===== src/rtl/jfpjc_pkg.sv =====
// Shared types and constants for the camera ROI windowing path.
// Holds the window-config struct, counter-width helper and default geometry.
package jfpjc_pkg;

    // Field width of a latched window coordinate; bounds use one extra bit.
    localparam int WIN_FW = 16;

    // Default sensor and window geometry.
    localparam int SENSOR_COLS = 324;
    localparam int SENSOR_ROWS = 244;
    localparam int WIN_LEFT    = 2;
    localparam int WIN_TOP     = 2;
    localparam int WIN_COLS    = 320;
    localparam int WIN_ROWS    = 240;

    // Bit positions of the synchronised camera timing signals.
    localparam int SIG_PCLK = 0;
    localparam int SIG_HS   = 1;
    localparam int SIG_VS   = 2;
    localparam int NUM_SIGS = 3;

    typedef logic [WIN_FW-1:0] win_field_t;
    typedef logic [WIN_FW:0]   bound_t;

    typedef struct packed {
        win_field_t left;
        win_field_t top;
        win_field_t width;
        win_field_t height;
    } roi_win_t;

    typedef enum logic [1:0] {
        FS_IDLE,
        FS_ARMED,
        FS_EMIT
    } frame_state_t;

    // Counter width able to hold 0..n inclusive.
    function automatic int cnt_w(input int n);
        return $clog2(n) + 1;
    endfunction

endpackage


===== src/rtl/pixel_roi_window_sync_edge_detect.sv =====
// Multi-bit synchroniser with rising/falling edge detection.
// Ports: clock, nreset, async_in[WIDTH] -> level, rise, fall (one-cycle).
// Edges are held off until the pipeline has refilled after reset, so a
// signal already high at reset release never produces a false rise.
module sync_edge_detect #(
    parameter int SYNC_STAGES = 2,
    parameter int WIDTH       = 3
) (
    input  logic             clock,
    input  logic             nreset,
    input  logic [WIDTH-1:0] async_in,
    output logic [WIDTH-1:0] level,
    output logic [WIDTH-1:0] rise,
    output logic [WIDTH-1:0] fall
);

    logic [WIDTH-1:0]   sync_q [SYNC_STAGES];
    logic [WIDTH-1:0]   prev_q;
    logic [SYNC_STAGES:0] fill_q;
    logic               primed;

    always_ff @(posedge clock or negedge nreset) begin
        if (!nreset) begin
            for (int i = 0; i < SYNC_STAGES; i++) begin
                sync_q[i] <= '0;
            end
            prev_q <= '0;
            fill_q <= '0;
        end else begin
            sync_q[0] <= async_in;
            for (int i = 1; i < SYNC_STAGES; i++) begin
                sync_q[i] <= sync_q[i-1];
            end
            prev_q <= sync_q[SYNC_STAGES-1];
            fill_q <= {fill_q[SYNC_STAGES-1:0], 1'b1};
        end
    end

    assign primed = fill_q[SYNC_STAGES];
    assign level  = sync_q[SYNC_STAGES-1];
    assign rise   = {WIDTH{primed}} & level & ~prev_q;
    assign fall   = {WIDTH{primed}} & ~level & prev_q;

endmodule


===== src/rtl/pixel_roi_window.sv =====
// Crops a region of interest out of an asynchronous camera pixel stream.
// Inputs: clock, nreset, raw pixclk/hsync/vsync/pixdata, cfg_* window.
// Outputs: pix_valid/pix_data strobe, line_start, frame_start, frame_end,
// line_short_err pulses. Define ROI_DECIMATE_EN to add cfg_decimate.
module pixel_roi_window
    import jfpjc_pkg::*;
#(
    parameter int DATA_W      = 8,
    parameter int MAX_COLS    = 1024,
    parameter int MAX_ROWS    = 1024,
    parameter int SYNC_STAGES = 2
) (
    input  logic                         clock,
    input  logic                         nreset,
    input  logic                         pixclk_in,
    input  logic                         hsync_in,
    input  logic                         vsync_in,
    input  logic [DATA_W-1:0]            pixdata_in,
    input  logic [cnt_w(MAX_COLS)-1:0]   cfg_left,
    input  logic [cnt_w(MAX_COLS)-1:0]   cfg_width,
    input  logic [cnt_w(MAX_ROWS)-1:0]   cfg_top,
    input  logic [cnt_w(MAX_ROWS)-1:0]   cfg_height,
`ifdef ROI_DECIMATE_EN
    input  logic                         cfg_decimate,
`endif
    output logic                         pix_valid,
    output logic [DATA_W-1:0]            pix_data,
    output logic                         line_start,
    output logic                         frame_start,
    output logic                         frame_end,
    output logic                         line_short_err
);

    localparam int CW = cnt_w(MAX_COLS);
    localparam int RW = cnt_w(MAX_ROWS);

    logic [NUM_SIGS-1:0] sig_lvl;
    logic [NUM_SIGS-1:0] sig_rise;
    logic [NUM_SIGS-1:0] sig_fall;
    logic                unused_edges;

    logic [DATA_W-1:0]   data_q [SYNC_STAGES];
    logic [CW-1:0]       col_q;
    logic [RW-1:0]       row_q;
    roi_win_t            win_q;
    frame_state_t        state_q;
    frame_state_t        state_d;
    logic                line_started_q;
`ifdef ROI_DECIMATE_EN
    logic                dec_q;
`endif

    logic   pclk_rise;
    logic   hs_lvl;
    logic   hs_fall;
    logic   vs_lvl;
    logic   vs_rise;
    logic   vs_fall;
    bound_t col_x;
    bound_t row_x;
    bound_t col_end;
    bound_t row_end;
    logic   in_frame;
    logic   in_col;
    logic   in_row;
    logic   dec_ok;
    logic   hit;
    logic   line_end;
    logic   short_err;
    logic   frame_done;

    sync_edge_detect #(
        .SYNC_STAGES (SYNC_STAGES),
        .WIDTH       (NUM_SIGS)
    ) u_sync (
        .clock    (clock),
        .nreset   (nreset),
        .async_in ({vsync_in, hsync_in, pixclk_in}),
        .level    (sig_lvl),
        .rise     (sig_rise),
        .fall     (sig_fall)
    );

    assign pclk_rise = sig_rise[SIG_PCLK];
    assign hs_lvl    = sig_lvl[SIG_HS];
    assign hs_fall   = sig_fall[SIG_HS];
    assign vs_lvl    = sig_lvl[SIG_VS];
    assign vs_rise   = sig_rise[SIG_VS];
    assign vs_fall   = sig_fall[SIG_VS];

    assign unused_edges = &{1'b0, sig_lvl[SIG_PCLK],
                            sig_rise[SIG_HS], sig_fall[SIG_PCLK]};

    // Pixel data delayed to stay aligned with the synchronised pixclk.
    always_ff @(posedge clock or negedge nreset) begin
        if (!nreset) begin
            for (int i = 0; i < SYNC_STAGES; i++) begin
                data_q[i] <= '0;
            end
        end else begin
            data_q[0] <= pixdata_in;
            for (int i = 1; i < SYNC_STAGES; i++) begin
                data_q[i] <= data_q[i-1];
            end
        end
    end

    always_comb begin
        col_x   = bound_t'(col_q);
        row_x   = bound_t'(row_q);
        col_end = {1'b0, win_q.left} + {1'b0, win_q.width};
        row_end = {1'b0, win_q.top} + {1'b0, win_q.height};
        in_frame = (state_q != FS_IDLE);
        in_col  = (col_x >= {1'b0, win_q.left}) && (col_x < col_end);
        in_row  = (row_x >= {1'b0, win_q.top}) && (row_x < row_end);
        dec_ok  = 1'b1;
`ifdef ROI_DECIMATE_EN
        // Even offsets from the origin: parity of col matches parity of left.
        if (dec_q) begin
            dec_ok = ~(col_q[0] ^ win_q.left[0]) & ~(row_q[0] ^ win_q.top[0]);
        end
`endif
        hit = in_frame & pclk_rise & hs_lvl & vs_lvl & in_col & in_row & dec_ok;
        // vsync dropping mid-line also closes the line.
        line_end   = in_frame & (hs_fall | (vs_fall & hs_lvl));
        short_err  = line_end & in_row & (col_x < col_end);
        frame_done = 1'b0;
        state_d    = state_q;
        unique case (state_q)
            FS_IDLE: begin
                if (vs_rise) state_d = FS_ARMED;
            end
            FS_ARMED: begin
                if (vs_fall)  state_d = FS_IDLE;
                else if (hit) state_d = FS_EMIT;
            end
            FS_EMIT: begin
                if (vs_fall) begin
                    state_d    = FS_IDLE;
                    frame_done = 1'b1;
                end
            end
            default: state_d = FS_IDLE;
        endcase
    end

    always_ff @(posedge clock or negedge nreset) begin
        if (!nreset) begin
            state_q        <= FS_IDLE;
            win_q          <= '0;
`ifdef ROI_DECIMATE_EN
            dec_q          <= 1'b0;
`endif
            col_q          <= '0;
            row_q          <= '0;
            line_started_q <= 1'b0;
            pix_valid      <= 1'b0;
            pix_data       <= '0;
            line_start     <= 1'b0;
            frame_start    <= 1'b0;
            frame_end      <= 1'b0;
            line_short_err <= 1'b0;
        end else begin
            state_q <= state_d;
            if (vs_rise) begin
                win_q.left   <= win_field_t'(cfg_left);
                win_q.top    <= win_field_t'(cfg_top);
                win_q.width  <= win_field_t'(cfg_width);
                win_q.height <= win_field_t'(cfg_height);
`ifdef ROI_DECIMATE_EN
                dec_q        <= cfg_decimate;
`endif
            end
            if (!hs_lvl) begin
                col_q <= '0;
            end else if (pclk_rise && col_q != CW'(MAX_COLS)) begin
                col_q <= col_q + CW'(1);
            end
            if (!vs_lvl) begin
                row_q <= '0;
            end else if (hs_fall && row_q != RW'(MAX_ROWS)) begin
                row_q <= row_q + RW'(1);
            end
            if (!hs_lvl || !in_frame) begin
                line_started_q <= 1'b0;
            end else if (hit) begin
                line_started_q <= 1'b1;
            end
            pix_valid <= hit;
            if (hit) begin
                pix_data <= data_q[SYNC_STAGES-1];
            end
            line_start     <= hit & ~line_started_q;
            frame_start    <= hit & (state_q == FS_ARMED);
            frame_end      <= frame_done;
            line_short_err <= short_err;
        end
    end

endmodule


===== config.mk =====
export PLATFORM = sky130hd
export DESIGN_NAME = pixel_roi_window
export DESIGN_NICKNAME = d
export VERILOG_FILES = /design/src/rtl/jfpjc_pkg.sv /design/src/rtl/pixel_roi_window_sync_edge_detect.sv /design/src/rtl/pixel_roi_window.sv
export SDC_FILE = /design/constraint.sdc
export NUM_CORES = 1
export LEC_CHECK = 0
export ABC_AREA = 1
export ABC_CLOCK_PERIOD_IN_PS = 7300
export CAP_MARGIN = 20
export CORE_MARGIN = 5
export CORE_UTILIZATION = 30
export DETAILED_ROUTE_END_ITERATION = 16
export GPL_TIMING_DRIVEN = 0
export PLACE_DENSITY_LB_ADDON = 0.12
export SYNTH_ARGS = -nofsm -noshare
export SYNTH_HDL_FRONTEND = slang
export SYNTH_SLANG_ARGS = --single-unit

===== constraint.sdc =====
create_clock -name clock -period 7.3 [get_ports clock]
set_clock_uncertainty 0.15 [all_clocks]
set_input_delay 1.46 -clock clock [delete_from_list [all_inputs] [get_ports clock]]
set_output_delay 1.46 -clock clock [all_outputs]
set_load 0.02 [all_outputs]

==> key figures, run 1 <==
Run status
  • Status: completed

Finish
  • Antenna cell count: 0
  • Most frequent cells in the layout: 229 x nand2_1, 110 x dfrtp_1, 70 x inv_1
  • Layout cells sized above 1: 0.0602
  • Area Growth Syn to Fin: 21.7%
  • Filler cells: 2096
  • Commonest non-fill, non-tap cell in the layout: nand2_1
  • Fin nets: 953

Yosys
  • Area contributors post-synth: dfrtp_1 44%, nand2_1 14%, ha_1 14%
  • Yosys top cell by area: dfrtp_1
  • Syn Area/Cell: 8.42 um2
  • Netlist cell types: 44
  • Post-Syn Instances: 745
  • Fraction of registers with async set/reset: 1.00
  • #FFs+latches synth: 110
  • EDFF count, synth: 0
  • Synth warn: 0
  • Register area share after synthesis: 0.439
  • Synth top area share: 0.439
  • Main synth FF type: dfrtp_1
  • Mapped Area: 6270 um2
  • Mapped Nets: 872

Setup path
  • CP startpoint kind: register
  • CP peak stage delay: 0.54 ns
  • Setup slack, reg-to-reg: 3.59 ns
  • R2R Path End: state_q[1]
  • Crit path max-delay family: simple AND/OR/NAND/NOR gates
  • CP max FO: 10
  • WP data arrival: 3.85 ns
  • Worst Path Buf+Inv: 2
  • FF-to-FF Start: win_q[32]
  • WS Path Type: register to register
  • R2r worst-path depth: 21
  • Worst setup EP type: register
  • Critical path cell sequence: ha_1, inv_1, fa_1, o21ai_0, nand2_1, a21oi_1, nor2_1, xor2_1, ha_1, nand2_1, nor2_1, nor3_1, nand2_1, nand2_1, nand2_1, nand2_2, nand2_4, nor2_4, buf_6, nand3_2, nand2_1
  • Required @ worst endpoint: 7.44 ns
  • Most common cell on crit path: nand2_1
  • Critical Path Slowest Stage Cell: o21ai_0

Clock network
  • Clock transition at path regs: 0.08 ns
  • Setup repair bufs after CTS: 0
  • H-tree depth: 3
  • CTS Buffer Depth: 2
  • CTS tree: done
  • Hold Buf Count CTS: 0
  • Cts bufs inserted: 9
  • Resized cells post-CTS: 0
  • CTS sink cnt: 110
  • Clock latency on the worst-skew pair: 0.36 ns
  • Root Driver: clkbuf_16

Floorplan
  • Core box area: 20400 um2
  • Die ar.: 23900 um2
  • Io pins: 70
  • Chip Height: 155 um
  • Initial Util: 0.307
  • Cell row count: 52
  • Die W: 155 um

Routing
  • Vias per cell: 4.59
  • Via count: 5052
  • Post-Route M1 WL: 8430 um
  • DRT Pass-1 Iters: 5
  • Met3 wire len: 594 um
  • 1st-iter DRT viols: 311
  • Topmost layer with routed signal wires: met4
  • Final WL: 16100 um
  • WL/cell: 14.6 um
  • Final ANT Viol Nets: 0
  • Met2 Wirelength: 6920 um
  • DRC viols: 0

STA
  • Minimum clock period: 3.71 ns
  • Fin worst setup slack: 3.59 ns
  • Hold WS: 0.201 ns
  • Fin Setup TNS: 0 ns
  • Slew margin rel.: 0.527
  • Final hold vios: 0
  • Worst slew pin tran: 0.709 ns
  • RSZ-0062 raised after global routing: no
  • Count of pins over their slew limit: 0
  • Post-route clock period utilization: 0.508
  • Fmax: 0.270 GHz
  • Setup violations, final: 0

Min path
  • Hold Crit Start: u_sync.sync_q[4]
  • Hold path depth: 0
  • Worst Hold End: u_sync.level[1]
  • Hold Path Class: register to register

Global routing
  • First-pass GRT wire length: 26300 um
  • Largest net degree at the start of global routing: 91
  • Aggregate global-route resource usage: 0.137
  • Vias in the first global route: 5139
  • Global route overflow: 0
  • Initial antenna violation count: 0

Power
  • PD cells: 226 nW/um2
  • Total power: 0.00172 W
  • LEAKAGE: 3.74 nW
  • Max IR drop VDD: 93.8 uV

Run
  • Max-capacitance violation count: 0

Placed design
  • Port-buffer cells: 69
  • Post-DP HPWL: 12300 um
  • Post-place setup slack: 3.63 ns
  • Final GP Congestion: 0.821
[area by class of cell]
type,count,area [um2],area share
clock buffers,9,225,0.0295
plain buffers,15,83.8,0.0110
clock inverters,7,81.3,0.0107
well taps,270,338,0.0442
inverters,79,298,0.0390
multi-input cells,541,3140,0.411
flip-flops and latches,110,2750,0.361
repair buffers,70,719,0.0942
[per-layer routing]
layer | GRT usage | vias to the layer above
met5 | 0 | -
met4 | 0.0353 | 0
met3 | 0.0210 | 11
met2 | 0.207 | 89
met1 | 0.205 | 2351
li1 | - | 2601
[worst reg2reg max path, cell delays in order, from the launching register on]
cell and delay [ns]:
dfrtp_1 0.50, ha_1 0.24, inv_1 0.06, fa_1 0.40
o21ai_0 0.54, nand2_1 0.10, a21oi_1 0.15, nor2_1 0.06
xor2_1 0.15, ha_1 0.28, nand2_1 0.09, nor2_1 0.06
nor3_1 0.13, nand2_1 0.09, nand2_1 0.06, nand2_1 0.06
nand2_2 0.07, nand2_4 0.07, nor2_4 0.11, buf_6 0.15
nand3_2 0.06, nand2_1 0.07
[state kept, by name, indices dropped and copies added (netlist names)]
signal          count
row_q              11
u_sync.prev_q       3
win_q              44
u_sync.fill_q       3
pix_data            8
line_start          1
frame_end           1
u_sync.sync_q       3
state_q             2
data_q             16
u_sync.level        3
frame_start         1
line_short_err      1
pix_valid           1
line_started_q      1
col_q              11
[logic make-up after synthesis]
kind of cell	after synthesis	share of synthesized area
XOR/XNOR	23	0.0321
AND/OR/NAND/NOR	344	0.234
buffers and inverters	94	0.0609
flip-flops	110	0.439
AO/OA/AOI/OAI	103	0.0912
adder cells (fa/ha/maj)	70	0.142
other	1	0.000598
[power by group]
| group | switching [W] | internal (W) |
|---|---|---|
| Combinational | 0.000299 | 0.000211 |
| Sequential | 0.0000398 | 0.000664 |
| Clock | 0.000262 | 0.000248 |
| Total | 0.000601 | 0.00112 |
[per-stage QoR]
stage / utilization / cells / area [um2]
6_report: 0.374 / 1101 / 7630
5_1_grt: 0.374 / 1101 / 7630
4_1_cts: 0.374 / 1101 / 7630
3_5_place_dp: 0.359 / 1085 / 7330
3_3_place_gp: 0.357 / 1084 / 7300
2_1_floorplan: - / 745 / 6270
[Yosys cell counts (3+ instances only)]
cell / count
nor4_1: 6
nand2_1: 229
nor2_1: 35
xnor2_1: 7
inv_2: 7
nor3_1: 17
buf_2: 7
dfrtp_1: 110
nand3_1: 27
nand4_1: 12
o21ai_0: 40
xor2_1: 16
a31oi_1: 4
nand2_2: 3
and3_1: 3
a21o_1: 4
a21oi_1: 39
o21ai_1: 5
inv_1: 70
clkbuf_1: 5
ha_1: 68
o21a_1: 4
[how the worst max path moves through the flow]
stage	startpoint	endpoint	cells past startpoint
floorplan	win_q[32]	pix_data[0]	22
global placement	nreset	data_q[3]	1
detailed placement	win_q[32]	pix_data[3]	22
CTS	win_q[32]	state_q[1]	21
global route	win_q[32]	pix_data[0]	22
finish	win_q[32]	state_q[1]	21
No activity file was read; power rests on OpenSTA's default activity.
==> inputs of run 2 (changes only) <==
--- a/config.mk
+++ b/config.mk
@@ -6,7 +6,7 @@
 export NUM_CORES = 1
 export LEC_CHECK = 0
 export ABC_AREA = 1
-export ABC_CLOCK_PERIOD_IN_PS = 7300
+export ABC_CLOCK_PERIOD_IN_PS = 3680
 export CAP_MARGIN = 20
 export CORE_MARGIN = 5
 export CORE_UTILIZATION = 30
==> constraint.sdc (replaced) <==
create_clock -name clock -period 3.68 [get_ports clock]
set_clock_uncertainty 0.15 [all_clocks]
set_input_delay 0.736 -clock clock [delete_from_list [all_inputs] [get_ports clock]]
set_output_delay 0.736 -clock clock [all_outputs]
set_load 0.02 [all_outputs]
==> key figures, run 2 (same netlist as run 1, synthesis figures left out) <==
Run status
  • Status: completed

Setup path
  • WP data arrival: 3.55 ns
  • Setup slack, reg-to-reg: 0.27 ns
  • CP startpoint kind: register
  • WS Path Type: register to register
  • Most common cell on crit path: nand2_1
  • FF-to-FF Start: win_q[32]
  • R2R Path End: state_q[1]
  • Required @ worst endpoint: 3.82 ns
  • Worst setup EP type: register
  • R2r worst-path depth: 21
  • Critical path cell sequence: ha_1, inv_1, fa_1, o21ai_2, nand2_1, a21oi_1, nor2_1, xor2_1, ha_1, nand2_1, nor2_1, nor3_1, nand2_1, nand2_1, nand2_1, nand2_2, nand2_4, nor2_4, buf_6, nand3_2, nand2_1
  • Critical Path Slowest Stage Cell: dfrtp_1
  • CP max FO: 10
  • CP peak stage delay: 0.49 ns
  • Crit path max-delay family: simple AND/OR/NAND/NOR gates
  • Worst Path Buf+Inv: 2

Finish
  • Antenna cell count: 0
  • Area Growth Syn to Fin: 21.8%
  • Multi-input logic area: 3140 um2
  • Finished Cell Area: 7640 um2
  • Biggest registers after layout: win_q x44, data_q x16
  • Layout cells sized above 1: 0.0614
  • Filler cells: 2094
  • Commonest non-fill, non-tap cell in the layout: nand2_1
  • Most frequent cells in the layout: 229 x nand2_1, 110 x dfrtp_1, 70 x inv_1
  • Core Util, Final: 0.374
  • Fin nets: 953
  • Register area: 2750 um2
  • Largest Register: win_q
  • Max reg flops: 44

Global routing
  • Vias in the first global route: 5139
  • First-pass GRT wire length: 26300 um
  • Aggregate global-route resource usage: 0.137
  • Initial antenna violation count: 0
  • Largest net degree at the start of global routing: 91
  • Global route overflow: 0

Clock network
  • Resized cells post-CTS: 1
  • Root Driver: clkbuf_16
  • CTS Buffer Depth: 2
  • Cts bufs inserted: 9
  • H-tree depth: 3
  • Setup repair bufs after CTS: 0
  • CTS tree: done
  • CTS sink cnt: 110
  • Hold Buf Count CTS: 0
  • Clock latency on the worst-skew pair: 0.36 ns
  • Clock transition at path regs: 0.09 ns

STA
  • Hold WS: 0.0705 ns
  • Fmax: 0.293 GHz
  • Setup violations, final: 0
  • Minimum clock period: 3.41 ns
  • Final hold vios: 0
  • Count of pins over their slew limit: 0
  • Worst slew pin tran: 0.708 ns
  • Post-route clock period utilization: 0.926
  • RSZ-0062 raised after global routing: no
  • Slew margin rel.: 0.528
  • Fin worst setup slack: 0.273 ns

Placed design
  • Post-DP HPWL: 12300 um
  • Post-place setup slack: 0.00778 ns
  • DP Area: 7330 um2
  • Final GP Congestion: 0.821
  • Port-buffer cells: 69

Routing
  • DRT Pass-1 Iters: 5
  • Vias per cell: 4.58
  • Via count: 5038
  • DRC viols: 0
  • Final ANT Viol Nets: 0
  • WL/cell: 14.6 um
  • 1st-iter DRT viols: 308
  • Final WL: 16100 um

Floorplan
  • Cell row count: 52
  • Die ar.: 23900 um2
  • Io pins: 70
  • Core box area: 20400 um2
  • Initial Util: 0.307
  • Chip Height: 155 um
  • Die W: 155 um

Run
  • Max-capacitance violation count: 0

Power
  • PD cells: 448 nW/um2
  • Max IR drop VDD: 186 uV
  • LEAKAGE: 3.74 nW
  • Total power: 0.00342 W

Min path
  • Hold Path Class: input pin to async pin
-- run 2: cell counts in the layout (fill, tap and decap cells not counted) --
Identical to the previous run, type by type.
-- run 2: where the power goes --
part	switching, W	internal [W]	total, W	leakage, nW
clock network	0.000521	0.000492	0.00101	0.150
registers	0.0000786	0.00132	0.00139	1.39
logic	0.000594	0.000419	0.00101	2.20
-- run 2: final cells by class --
cell class / count / share of cell area
Sequential cell: 110 / 0.360
Multi-Input combinational cell: 541 / 0.411
Inverter: 79 / 0.0390
Clock inverter: 7 / 0.0106
Clock buffer: 9 / 0.0295
Tap cell: 270 / 0.0442
Timing Repair Buffer: 70 / 0.0942
Buffer: 15 / 0.0110
-- run 2: routing by layer --
layer | track usage | part of all wire
met2 | 0.207 | 0.43
met3 | 0.0210 | 0.035
met5 | 0 | 0
met4 | 0.0353 | 0.0093
met1 | 0.205 | 0.53
-- run 2: worst max-delay path by stage --
stage | to | depth (start not counted) | from | slack (ns)
6_report | state_q[1] | 21 | win_q[32] | 0.27
3_3_place_gp | data_q[3] | 1 | nreset | -2.76
4_1_cts | state_q[1] | 21 | win_q[32] | 0.15
5_1_grt | pix_data[0] | 22 | win_q[32] | 0.01
3_5_place_dp | pix_data[3] | 22 | win_q[32] | 0.008
2_1_floorplan | pix_data[0] | 22 | win_q[32] | 0.69
-- run 2: per-stage QoR --
step | TNS [ns] | cells
floorplan | 0 | 745
global placement | -302.45 | 1084
detailed placement | 0 | 1085
CTS | 0 | 1101
global route | 0 | 1101
finish | 0 | 1101
==> inputs of run 3 (changes only) <==
--- a/config.mk
+++ b/config.mk
@@ -13,6 +13,7 @@
 export DETAILED_ROUTE_END_ITERATION = 16
 export GPL_TIMING_DRIVEN = 0
 export PLACE_DENSITY_LB_ADDON = 0.12
+export SKIP_LAST_GASP = 1
 export SYNTH_ARGS = -nofsm -noshare
 export SYNTH_HDL_FRONTEND = slang
 export SYNTH_SLANG_ARGS = --single-unit
==> results of run 3 <==
Final layout, timing and power as in run 2 (identical DEF).
